[src/rtl/spi_parity_pkg.sv]
// spi_parity_pkg: shared state encoding and odd-parity helper
// for the odd-parity link transmitter and receiver-side models.
package spi_parity_pkg;

  typedef enum logic [1:0] {
    S_IDLE   = 2'd0,
    S_SHIFT  = 2'd1,
    S_PARITY = 2'd2,
    S_GAP    = 2'd3
  } state_e;

  localparam int MAX_W = 32;

  // Odd parity: data plus this bit always holds an odd number of ones.
  function automatic logic odd_par(input logic [MAX_W-1:0] d);
    return ~^d;
  endfunction

endpackage

[src/rtl/spi_parity_tx_if.sv]
// spi_parity_tx_if: upstream handshake plus serial link signals.
// SPI_PARITY_TX_ERR_INJ_EN adds inject_err / err_frame.
interface spi_parity_tx_if #(
  parameter int DATA_W = 8
) ();

  logic [DATA_W-1:0] tx_data;
  logic              tx_valid;
  logic              tx_ready;
  logic              cs;
  logic              sclk;
  logic              sample;
  logic              mosi;
  logic              busy;
`ifdef SPI_PARITY_TX_ERR_INJ_EN
  logic              inject_err;
  logic              err_frame;

  modport master (
    output tx_data, tx_valid, inject_err,
    input  tx_ready, cs, sclk, sample,
    input  mosi, busy, err_frame
  );

  modport slave (
    input  tx_data, tx_valid, inject_err,
    output tx_ready, cs, sclk, sample,
    output mosi, busy, err_frame
  );
`else
  modport master (
    output tx_data, tx_valid,
    input  tx_ready, cs, sclk, sample,
    input  mosi, busy
  );

  modport slave (
    input  tx_data, tx_valid,
    output tx_ready, cs, sclk, sample,
    output mosi, busy
  );
`endif

endinterface

[src/rtl/spi_sclk_gen.sv]
// spi_sclk_gen: per-bit phase counter giving registered sclk,
// a sample strobe on the first high clk, and an end-of-bit tick.
module spi_sclk_gen #(
  parameter int CLK_DIV = 4
) (
  input  logic clk,
  input  logic reset,
  input  logic en_i,
  output logic sclk_o,
  output logic sample_o,
  output logic tick_o
);

  localparam int PW = $clog2(2 * CLK_DIV);
  localparam logic [PW-1:0] HALF = PW'(CLK_DIV);
  localparam logic [PW-1:0] LAST = PW'(2 * CLK_DIV - 1);

  logic [PW-1:0] ph_q, ph_d;
  logic          sclk_q, sclk_d;
  logic          smp_q, smp_d;

  assign tick_o   = en_i && (ph_q == LAST);
  assign sclk_o   = sclk_q;
  assign sample_o = smp_q;

  // Outputs are precomputed from the next phase so they are registered.
  always_comb begin
    ph_d   = '0;
    sclk_d = 1'b0;
    smp_d  = 1'b0;
    if (en_i) begin
      ph_d   = tick_o ? '0 : ph_q + 1'b1;
      sclk_d = (ph_d >= HALF);
      smp_d  = (ph_d == HALF);
    end
  end

  // Phase state; idles at zero whenever not enabled.
  always_ff @(posedge clk) begin
    if (reset) begin
      ph_q   <= '0;
      sclk_q <= 1'b0;
      smp_q  <= 1'b0;
    end else begin
      ph_q   <= ph_d;
      sclk_q <= sclk_d;
      smp_q  <= smp_d;
    end
  end

endmodule

[src/rtl/spi_parity_tx.sv]
// spi_parity_tx: MSB-first word then odd-parity bit on an SPI frame.
// SPI_PARITY_TX_ERR_INJ_EN enables per-frame parity inversion.
module spi_parity_tx
  import spi_parity_pkg::*;
#(
  parameter int DATA_W  = 8,
  parameter int CLK_DIV = 4,
  parameter int GAP     = 2
) (
  input logic            clk,
  input logic            reset,
  spi_parity_tx_if.slave bus
);

  localparam int BW = $clog2(DATA_W + 1);
  localparam int GW = $clog2(GAP + 1);

  state_e            state_q, state_d;
  logic [DATA_W-1:0] sh_q, sh_d;
  logic [BW-1:0]     bit_q, bit_d;
  logic [GW-1:0]     gap_q, gap_d;
  logic              par_q, par_d;
  logic              cs_q, cs_d;
  logic              mosi_q, mosi_d;
  logic              busy_q, busy_d;
  logic              run, tick, inj;

`ifdef SPI_PARITY_TX_ERR_INJ_EN
  logic err_q, err_d;
  assign inj           = bus.inject_err;
  assign bus.err_frame = err_q;
`else
  assign inj = 1'b0;
`endif

  assign run          = (state_q == S_SHIFT) ||
                        (state_q == S_PARITY);
  assign bus.tx_ready = (state_q == S_IDLE);
  assign bus.cs       = cs_q;
  assign bus.mosi     = mosi_q;
  assign bus.busy     = busy_q;

  spi_sclk_gen #(
    .CLK_DIV (CLK_DIV)
  ) u_sclk (
    .clk      (clk),
    .reset    (reset),
    .en_i     (run),
    .sclk_o   (bus.sclk),
    .sample_o (bus.sample),
    .tick_o   (tick)
  );

  // Next-state and registered-output decode.
  always_comb begin
    state_d = state_q;
    sh_d    = sh_q;
    bit_d   = bit_q;
    gap_d   = gap_q;
    par_d   = par_q;
    cs_d    = cs_q;
    mosi_d  = mosi_q;
    busy_d  = busy_q;
`ifdef SPI_PARITY_TX_ERR_INJ_EN
    err_d   = err_q;
`endif
    unique case (1'b1)
      (state_q == S_IDLE): begin
        if (bus.tx_valid) begin
          state_d = S_SHIFT;
          sh_d    = bus.tx_data;
          par_d   = odd_par(32'(bus.tx_data)) ^ inj;
          bit_d   = '0;
          cs_d    = 1'b0;
          mosi_d  = bus.tx_data[DATA_W-1];
          busy_d  = 1'b1;
`ifdef SPI_PARITY_TX_ERR_INJ_EN
          err_d   = inj;
`endif
        end
      end
      (state_q == S_SHIFT): begin
        if (tick) begin
          if (bit_q == BW'(DATA_W - 1)) begin
            state_d = S_PARITY;
            mosi_d  = par_q;
          end else begin
            bit_d  = bit_q + 1'b1;
            sh_d   = sh_q << 1;
            mosi_d = sh_d[DATA_W-1];
          end
        end
      end
      (state_q == S_PARITY): begin
        if (tick) begin
          state_d = S_GAP;
          gap_d   = '0;
          cs_d    = 1'b1;
          mosi_d  = 1'b0;
`ifdef SPI_PARITY_TX_ERR_INJ_EN
          err_d   = 1'b0;
`endif
        end
      end
      (state_q == S_GAP): begin
        if (gap_q == GW'(GAP - 1)) begin
          state_d = S_IDLE;
          busy_d  = 1'b0;
        end else begin
          gap_d = gap_q + 1'b1;
        end
      end
      default: state_d = S_IDLE;
    endcase
  end

  // State, datapath and output registers; reset drops any frame.
  always_ff @(posedge clk) begin
    if (reset) begin
      state_q <= S_IDLE;
      sh_q    <= '0;
      bit_q   <= '0;
      gap_q   <= '0;
      par_q   <= 1'b0;
      cs_q    <= 1'b1;
      mosi_q  <= 1'b0;
      busy_q  <= 1'b0;
`ifdef SPI_PARITY_TX_ERR_INJ_EN
      err_q   <= 1'b0;
`endif
    end else begin
      state_q <= state_d;
      sh_q    <= sh_d;
      bit_q   <= bit_d;
      gap_q   <= gap_d;
      par_q   <= par_d;
      cs_q    <= cs_d;
      mosi_q  <= mosi_d;
      busy_q  <= busy_d;
`ifdef SPI_PARITY_TX_ERR_INJ_EN
      err_q   <= err_d;
`endif
    end
  end

endmodule

[src/flat_wrapper.sv]
// flat-port wrapper written by rule: the top's interface ports become plain ports
module spi_parity_tx_flat import spi_parity_pkg::*;
#(
  parameter int DATA_W  = 8,
  parameter int CLK_DIV = 4,
  parameter int GAP     = 2
)
  (clk, reset, bus_tx_data, bus_tx_valid, bus_tx_ready, bus_cs, bus_sclk, bus_sample, bus_mosi, bus_busy);
  spi_parity_tx_if #(.DATA_W(DATA_W)) bus_i ();
  input logic clk;
  input logic reset;
  input wire logic [$bits(bus_i.tx_data)-1:0] bus_tx_data;
  input wire logic [$bits(bus_i.tx_valid)-1:0] bus_tx_valid;
  output wire logic [$bits(bus_i.tx_ready)-1:0] bus_tx_ready;
  output wire logic [$bits(bus_i.cs)-1:0] bus_cs;
  output wire logic [$bits(bus_i.sclk)-1:0] bus_sclk;
  output wire logic [$bits(bus_i.sample)-1:0] bus_sample;
  output wire logic [$bits(bus_i.mosi)-1:0] bus_mosi;
  output wire logic [$bits(bus_i.busy)-1:0] bus_busy;
  assign bus_i.tx_data = bus_tx_data;
  assign bus_i.tx_valid = bus_tx_valid;
  assign bus_tx_ready = bus_i.tx_ready;
  assign bus_cs = bus_i.cs;
  assign bus_sclk = bus_i.sclk;
  assign bus_sample = bus_i.sample;
  assign bus_mosi = bus_i.mosi;
  assign bus_busy = bus_i.busy;
  spi_parity_tx #(.DATA_W(DATA_W), .CLK_DIV(CLK_DIV), .GAP(GAP)) u_core (.clk(clk), .reset(reset), .bus(bus_i));
endmodule
[config.mk]
export PLATFORM = sky130hd
export DESIGN_NAME = spi_parity_tx_flat
export DESIGN_NICKNAME = d
export VERILOG_FILES = /design/src/rtl/spi_parity_pkg.sv /design/src/rtl/spi_parity_tx_if.sv /design/src/rtl/spi_sclk_gen.sv /design/src/rtl/spi_parity_tx.sv /design/src/flat_wrapper.sv
export SDC_FILE = /design/constraint.sdc
export NUM_CORES = 1
export LEC_CHECK = 0
export BUFFER_PORTS_ARGS = -buffer_cell sky130_fd_sc_hd__buf_2
export CAP_MARGIN = 20
export CORE_UTILIZATION = 56
export CTS_BUF_LIST = sky130_fd_sc_hd__clkbuf_2 sky130_fd_sc_hd__clkbuf_4 sky130_fd_sc_hd__clkbuf_8
export DETAILED_ROUTE_END_ITERATION = 10
export GPL_ROUTABILITY_DRIVEN = 0
export PLACE_DENSITY = 0.78
export SLEW_MARGIN = 20
export SYNTH_ARGS = -nofsm -noshare
export SYNTH_HDL_FRONTEND = slang
export SYNTH_SLANG_ARGS = --single-unit
[constraint.sdc]
create_clock -name clk -period 4.6 [get_ports clk]
set_input_delay 0.46 -clock clk [delete_from_list [all_inputs] [get_ports clk]]
set_output_delay 0.46 -clock clk [all_outputs]
set_load 0.02 [all_outputs]
Yosys cells after proc, flatten, opt, wreduce, memory -nomap -nowiden

Index checks and enable logic that the tools add are counted.

Register bits after elaboration: 24
RAM bits: 0
Memories kept: 0
Latch bits: 0
ROM bits: 0

Divide/modulo/power cells: 0
$add $sub $neg: 3
Magnitude comparators: 1
Equal/unequal tests: 14
Multiplexer cells: 29
Bitwise gates (word level): 1
Reductions and logical operators: 17
Shift-type cells: 0
Multipliers: 0

Operators with widths:

| operator              | number |
|---|---|
| $reduce_xnor A32 Y1   | 1 |
| $mux W7               | 3 |
| $mux W2               | 7 |
| $ne A2 B2 Y1 const B  | 7 |
| $pmux W7 S2           | 1 |
| $mux W4               | 3 |
| $reduce_and A3 Y1     | 3 |
| $mux W1               | 8 |
| $pmux W2 S4           | 1 |
| $pmux W4 S2           | 1 |
| $reduce_and A4 Y1     | 2 |
| $reduce_bool A2 Y1    | 4 |
| $eq A3 B3 Y1 const B  | 2 |
| $reduce_and A5 Y1     | 1 |
| $add A4 B1 Y4 const B | 1 |
| $eq A2 B1 Y1 const B  | 2 |
| $eq A2 B2 Y1 const B  | 2 |
| $eq A4 B3 Y1 const B  | 1 |
| $pmux W1 S2           | 2 |
| $pmux W2 S2           | 1 |
| $add A3 B1 Y3 const B | 1 |
| $ge A3 B3 Y1 const B  | 1 |
| $mux W3               | 1 |
| $pmux W1 S3           | 1 |
| 8 further kinds       | 8 |

Logic depth before layout (Yosys ltp)

Gate-level depths: netlist (run 1).

Depth after elaboration: 5
Gate-level depth with buffers: 8

Cells and area by module

From an unflattened synthesis (run 1), not the netlist that was laid out.

Cells, all modules: 140
Area, all modules: 1,318.8 um^2

By module, submodules not included:

| module        | cells an instance | area an instance (um^2) | seq. area each (um^2) | times used |
|---|---|---|---|---|
| spi_parity_tx | 128               | 1,166.1                 | 380.4                 | 1 |
| spi_sclk_gen  | 12                | 152.6                   | 80.1                  | 1 |

Least setup slack after synthesis (run 1)

Ideal clock, no wire load.

Kind: flip-flop to flip-flop
Start: register u_core.state_q[0]
End: register u_core.bit_q[0]
Buffers on the path: 1
Setup slack: 2.866 ns
Setup time: 0.066 ns
Data arrival time: 1.669 ns
Stages on the path, launching flop included: 8
Data required time: 4.534 ns
Path through: dfxtp_1 -> inv_1 -> ha_1 -> buf_2 -> nand3_1 -> nor3_1 -> mux2_1 -> nor2_1

Longest elaborated chain between the ends: 5
Elaborated cells on any way between the ends: 11
Classes of those cells: 5 x eq/ne; 1 x mux; 5 x reduce/logical

RTL lines:

| element                                      | RTL line                                                      | source |
|---|---|---|
| start: declaration                           | spi_parity_tx.sv:18                                           | `state_e state_q, state_d;` |
| start signal: assignment                     | spi_parity_tx.sv:132                                          | `state_q <= state_d;` |
| $eq A2 B1 Y1 or $eq A2 B2 Y1 (tied branches) | spi_parity_tx.sv:36, spi_parity_tx.sv:82, spi_parity_tx.sv:37 |  |
| $logic_or A1 B1 Y1                           | spi_parity_tx.sv:36                                           | `assign run = (state_q == S_SHIFT) \|\|` |
| $logic_and A1 B1 Y1                          | spi_sclk_gen.sv:22                                            | `assign tick_o = en_i && (ph_q == LAST);` |
| $ne A2 B2 Y1 (no line)                       | --                                                            |  |
| $reduce_and A4 Y1 (no line)                  | --                                                            |  |
| end signal: assignment                       | spi_parity_tx.sv:134                                          | `bit_q <= bit_d;` |
| end: declaration                             | spi_parity_tx.sv:20                                           | `logic [BW-1:0] bit_q, bit_d;` |

Parallel ways exist; a longest one is shown, timed or not.
A chain may end at the register's enable or synchronous reset.

Final worst setup path (run 1)

Start: register u_core.state_q[1]
End: register u_core.sh_q[3]

Longest elaborated chain between the ends: 5
Elaborated cells on any way between the ends: 11
Classes of those cells: 5 x eq/ne; 1 x mux; 5 x reduce/logical

RTL lines:

| element                                      | RTL line                                                      | source |
|---|---|---|
| $eq A2 B1 Y1 or $eq A2 B2 Y1 (tied branches) | spi_parity_tx.sv:36, spi_parity_tx.sv:82, spi_parity_tx.sv:37 |  |
| $logic_or A1 B1 Y1                           | spi_parity_tx.sv:36                                           |  |
| $logic_and A1 B1 Y1                          | spi_sclk_gen.sv:22                                            |  |
| $ne A2 B2 Y1 (no line)                       | --                                                            |  |
| $reduce_and A4 Y1 (no line)                  | --                                                            |  |
| end signal: assignment                       | spi_parity_tx.sv:121                                          | `sh_q <= '0;` |
| end signal: assignment                       | spi_parity_tx.sv:133                                          | `sh_q <= sh_d;` |
| end: declaration                             | spi_parity_tx.sv:19                                           | `logic [DATA_W-1:0] sh_q, sh_d;` |

Parallel ways exist; a longest one is shown, timed or not.

==> results_dict.tcl, run 1 <==
set metrics [dict create \
    io-pin-count 17 \
    comb_power_share_pct 48.5 \
    std_cell_rows 16 \
    critical_path_required_ns 4.83 \
    critPathMaxFanout 15 \
    critical_path_class "flop to flop" \
    ys.flop_type "dfxtp_1" \
    syn_area_per_cell_sq_um 9.46 \
    p_sw_share_pct 41.0 \
    diodes 0 \
    yosysWarnings 0 \
    finalMaxSlewViolations 0 \
    avgRoutedWirePerCell_um 13.8 \
    die_h_um 49.8 \
    first_iter_violations 25 \
    portBuffers 16 \
    post_cts_buffers 0 \
    grt_max_degree 24 \
    hold_violations 0 \
    endpoint_kind "flop" \
    cts.reportedPaths.clkPinSlew_ns 0.12 \
    fin_nets 169 \
    ys_ff_latch 23 \
    hold_path.class "input port to flop" \
    ant_nets 0 \
    syn_inst 135 \
    drive_gt1_share_pct 18.1 \
    core_area_sq_um 2060 \
    reg2reg_depth 6 \
    synth_top_area_share_pct 36.0 \
    synth.most_common_cell "dfxtp_1" \
    grt_antenna_before_repair 0 \
    die_w_um 49.8 \
    clk_latency_ns 0.30 \
    start_kind "flop" \
    via_per_inst 5.73 \
    regArea_sq_um 460 \
    drtPass1Iterations 5 \
    syn-num-nets 154 \
    wl_um 2420 \
    clock-sinks 23 \
    postLayoutCoreUtil_pct 67.1 \
    track_usage_pct 21.5 \
    power_density_nw_per_um2 522 \
    clock_skew_ns 0.000935 \
    arrival_ns 2.59 \
    async_reset_ff_share_pct 0 \
    drc 0 \
    worst_pin_slew_ns 0.636 \
    cts_hold_buf 0 \
    area_delta_synth_final_pct 8.23 \
    power.internal_uw 426 \
    peakVddDrop_mv 0.431 \
    grt_pass1_vias 926 \
    multi_input_area_sq_um 759 \
    synth-seq-area-share_pct 36.0 \
    final_area_sq_um 1380 \
    status "finished, final reports clean" \
    period_needed_ns 2.36 \
    synth_top_cell_by_area "dfxtp_1" \
    vias 1009 \
    cts_buffers 3 \
    syn_area_sq_um 1280 \
    gr-total-overflow 0 \
    cts_buffer_depth 2 \
    holdWs_ns 0.408 \
    htreeDepth 1 \
    yosys-top-cells-count "dfxtp_1 (23), nor2_1 (13), a21oi_1 (10)" \
    setup_viol 0 \
    max_freq_mhz 424 \
    p_sw_uw 296 \
    tns_ns 0 \
    fin_crit_sh_pct 51.2 \
    synth_cell_type_count 39 \
    cts_resized 0 \
    min_path_cells 3 \
    cts-root-buf "clkbuf_4" \
    grt_pass1_wl_um 4170 \
    initial_utilization_pct 62.0 \
    seqPwrFrac_pct 38.0 \
    post_dp_cell_area_sq_um 1350 \
    slew_headroom_pct 57.6 \
    hpwl_um 1780 \
    power_leakage_nw 0.540 \
    synth-edff-count 0 \
    fp.dieArea_sq_um 2480 \
    cts_tree "built" \
    n_fill_cell 181 \
    cap_viol_max_count 0 \
    clockPowerShare_pct 13.5 \
    rsz0062_at_grt "false" \
    synth.area.top_cells "dfxtp_1 (36%), ha_1 (7.8%), xnor2_1 (4.8%)" \
]
layout by cell type, fill, tap and decap left out, drive strengths merged, types with 2 or more instances in the layout:
master   n
a211oi   7
a21o     2
a21oi   10
a22oi    2
a311oi   2
and2     3
and3b    2
buf     16
clkbuf   4
dfxtp   23
ha       8
inv      5
mux2     2
mux2i    6
nand2    5
nand2b   4
nand3    4
nand3b   3
nor2    13
nor2b    2
nor3     2
nor4     2
o21bai   3
o31ai    2
xnor2    7
power groups by stage:
stage                     Clock (mW)  Sequential (mW)  Combinational, mW
after floorplan                    0            0.283              0.274
after global placement             0            0.276              0.333
after detailed placement           0            0.278              0.349
after CTS                      0.100            0.274              0.350
after global routing           0.108            0.281              0.385
final                         0.0974            0.274              0.351
per-stage QoR:
step	setup slack [ns]	cells	power (mW)
after CTS	2.24	176	0.725
after global routing	2.08	176	0.774
after global placement	2.44	172	0.609
final	2.24	176	0.722
after detailed placement	2.23	172	0.627
after floorplan	2.87	135	0.557
per-layer routing:
layer	part of all wire [%]	wire, um	track usage [%]	vias up
met1	48	1160	28.7	468
li1	-	-	-	516
met2	48	1150	35.6	23
met3	3.9	95	3.40	2
met5	0	0	0	-
met4	0.54	13	6.19	0
cell type report:
type                       instances  share of cell area [%]
multi-input combinational        101                    54.9
sequential                        23                    33.3
timing repair buffer              16                    5.79
tap                               27                    2.44
clock buffer                       4                    2.17
inverter                           5                    1.36
cell families (layout without fill, tap and decap cells):
logic type	after synthesis	count (layout)	synth area share (%)
buffers and inverters	11	25	4.50
muxes	8	8	6.46
xor gates and xnor gates	8	8	5.49
adders and majority gates	8	8	7.84
DFF	23	23	36.0
AOI/OAI and AO/OA	34	34	20.8
and+or+nand+nor	43	43	18.9
path summary, 6_finish.rpt:
kind | startpoint | end | slack [ns]
setup / recovery | u_core.state_q[1]$_SDFFE_PP0P_ | u_core.sh_q[3]$_SDFFE_PP0P_ | 2.24
hold / removal | bus_tx_data[0] | u_core.sh_q[0]$_SDFFE_PP0P_ | 0.41
setup reg to reg | u_core.state_q[1]$_SDFFE_PP0P_ | u_core.sh_q[3]$_SDFFE_PP0P_ | 2.24
hold reg to reg | u_core.u_sclk.ph_q[0]$_SDFF_PP0_ | u_core.u_sclk.ph_q[0]$_SDFF_PP0_ | 0.44
flip-flops by register name, indices dropped and copies added (netlist names):
name,count
u_core.u_sclk.sample_o,1
u_core.bit_q,4
u_core.u_sclk.ph_q,3
u_core.bus.mosi,1
u_core.bus.cs,1
u_core.bus.busy,1
u_core.state_q,2
u_core.par_q,1
u_core.sh_q,7
u_core.gap_q,2
critical path: stages (launching register included):
cell,delay [ns]
dfxtp_1,0.35
inv_1,0.10
ha_1,0.57
nand3_1,0.35
o31ai_4,0.59
nor2_1,0.11
a211oi_2,0.21
Note: power is estimated with default switching activity, not from simulation.
==> run 2, diff against run 1 <==
Settings changed: ABC_AREA from default to 1.
Clock period 4.6 ns to 2.2 ns, I/O delays scaled along.
==> results_dict.tcl, run 2 <==
set metrics [dict create \
    die_h_um 50.1 \
    reg2reg_from "u_core.state_q[0]$_SDFFE_PP0P_" \
    min_to "u_core.bit_q[1]$_SDFFE_PP0P_" \
    reg2reg_depth 10 \
    clk_latency_ns 0.31 \
    holdWs_ns 0.136 \
    crit_chain "inv_1 > ha_1 > nand2_1 > clkinv_1 > o21ai_2 > inv_2 > nand2_4 > inv_2 > nor2_1 > nor2_1" \
    start_kind "flop" \
    diodes 0 \
    synth.area.top_cells "dfxtp_1 (36%), nand2_1 (17%), nor2_1 (8.4%)" \
    cts_resized 0 \
    avgRoutedWirePerCell_um 10.5 \
    tns_ns 0 \
    synth_cell_type_count 26 \
    cts.reportedPaths.clkPinSlew_ns 0.13 \
    rsz0062_at_grt "false" \
    htreeDepth 1 \
    cts_tree "built" \
    initial_utilization_pct 59.1 \
    syn_inst 196 \
    arrival_ns 1.98 \
    critical_path_required_ns 2.41 \
    drc 0 \
    via_per_inst 5.07 \
    power_density_nw_per_um2 1100 \
    cp_num_buf_inv 4 \
    finalMaxSlewViolations 0 \
    path_delay_family "flip-flops" \
    ys_ff_latch 23 \
    grt_pass1_wl_um 4530 \
    cts_hold_buf 0 \
    io-pin-count 17 \
    syn_area_per_cell_sq_um 6.60 \
    grt_antenna_before_repair 0 \
    hp-start "reset" \
    yosys-top-cells-count "nand2_1 (60), nor2_1 (29), dfxtp_1 (23)" \
    critical_path_class "flop to flop" \
    setup_viol 0 \
    r2r_setup_slack_ns 0.43 \
    gr-total-overflow 0 \
    use_met3_pct 2.78 \
    async_reset_ff_share_pct 0 \
    power_leakage_nw 0.705 \
    syn_area_sq_um 1290 \
    top_register "u_core.sh_q" \
    first_iter_violations 23 \
    cap_viol_max_count 0 \
    cts_buffer_depth 2 \
    synth-seq-area-share_pct 35.6 \
    slowest_stage "dfxtp_1" \
    ant_nets 0 \
    syn-num-nets 215 \
    fin_crit_sh_pct 80.4 \
    hpwl_um 1970 \
    endpoint_kind "flop" \
    largestRegisters "u_core.sh_q: 7 flops, u_core.bit_q: 4 flops, u_core.u_sclk.ph_q: 3 flops" \
    core_area_sq_um 2190 \
    cts_buffers 3 \
    track_usage_pct 23.6 \
    layout_commonest_cell "nand2_1" \
    status "finished, final reports clean" \
    fin_nets 233 \
    portBuffers 16 \
    grtUsageMet1_pct 26.5 \
    drtPass1Iterations 6 \
    synth_top_cell_by_area "dfxtp_1" \
    fin_ws_ns 0.430 \
    area_delta_synth_final_pct 9.48 \
    hold_path.class "input port to flop" \
    yosysWarnings 0 \
    post_cts_buffers 0 \
    worst_pin_slew_ns 0.475 \
    slew_headroom_pct 68.3 \
    grt_pass1_vias 1139 \
    pre_cts_slack_ns 0.451 \
    p_total_mw 1.57 \
    critPathMaxFanout 12 \
    drive_gt1_share_pct 14.6 \
    synth.most_common_cell "nand2_1" \
    hold_violations 0 \
    fp.dieArea_sq_um 2510 \
    ys.flop_type "dfxtp_1" \
    period_needed_ns 1.77 \
    cts-root-buf "clkbuf_4" \
    die_w_um 50.1 \
    synth_top_area_share_pct 35.6 \
    wl_um 2520 \
    clock_skew_ns 0.00881 \
    largest_register_ffs 7 \
    synth-edff-count 0 \
    std_cell_rows 17 \
    grt_use_met2_pct 44.2 \
    peakVddDrop_mv 0.633 \
    final_cell_mix "nand2_1 (60), nor2_1 (29), dfxtp_1 (23)" \
    worstReg2RegEnd "u_core.sh_q[3]$_SDFFE_PP0P_" \
    max_freq_mhz 565 \
    busiest_layer "met2" \
    min_path_cells 2 \
    clock-sinks 23 \
    crit_start "u_core.state_q[0]$_SDFFE_PP0P_" \
    grt_max_degree 17 \
    vias 1223 \
    max_stage_delay_ns 0.42 \
]
[run 2: logic make-up after synthesis]
| logic type | count (synthesis) | share of synthesized area [%] |
|---|---|---|
| AO/OA/AOI/OAI | 34 | 14.6 |
| XOR/XNOR | 3 | 2.03 |
| adder cells (fa/ha/maj) | 8 | 7.74 |
| buffers and inverters | 26 | 8.22 |
| flip-flops | 23 | 35.6 |
| AND/OR/NAND/NOR | 102 | 31.8 |
[run 2: how the worst max path moves through the flow]
| stage | cells past startpoint | to | slack (ns) |
|---|---|---|---|
| floorplan | 10 | u_core.bit_q[2]$_SDFFE_PP0P_ | 0.67 |
| finish | 10 | u_core.sh_q[3]$_SDFFE_PP0P_ | 0.43 |
| detailed placement | 8 | u_core.sh_q[3]$_SDFFE_PP0P_ | 0.45 |
| CTS | 10 | u_core.sh_q[3]$_SDFFE_PP0P_ | 0.43 |
| global route | 10 | u_core.sh_q[3]$_SDFFE_PP0P_ | 0.23 |
| global placement | 10 | u_core.sh_q[4]$_SDFFE_PP0P_ | 0.50 |
[run 2: stage by stage]
step | cells | util, % | area, sq um
floorplan | 196 | - | 1290
global placement | 237 | 63.4 | 1390
detailed placement | 237 | 63.4 | 1390
CTS | 241 | 64.6 | 1420
global route | 241 | 64.6 | 1420
finish | 241 | 64.6 | 1420
[run 2: final cells by class]
cell class / count / area [sq um]
fillers: 208 / 774
well taps: 28 / 35.0
clock inverters: 1 / 5.00
repair buffers: 16 / 80.1
clock buffers: 3 / 22.5
flip-flops and latches: 23 / 460
inverters: 23 / 86.3
multi-input cells: 147 / 727
[run 2: routing by layer]
metal | wire length, um | share of wire, % | vias to the layer above
met5 | 0 | 0 | -
met2 | 1270 | 50 | 26
li1 | - | - | 657
met3 | 77 | 3.1 | 4
met4 | 30 | 1.2 | 0
met1 | 1150 | 45 | 536
[run 2: report_power, final]
| part | internal [mW] | switching [mW] |
|---|---|---|
| registers | 0.538 | 0.0744 |
| clock network | 0.0679 | 0.129 |
| logic | 0.253 | 0.503 |
| total | 0.859 | 0.706 |
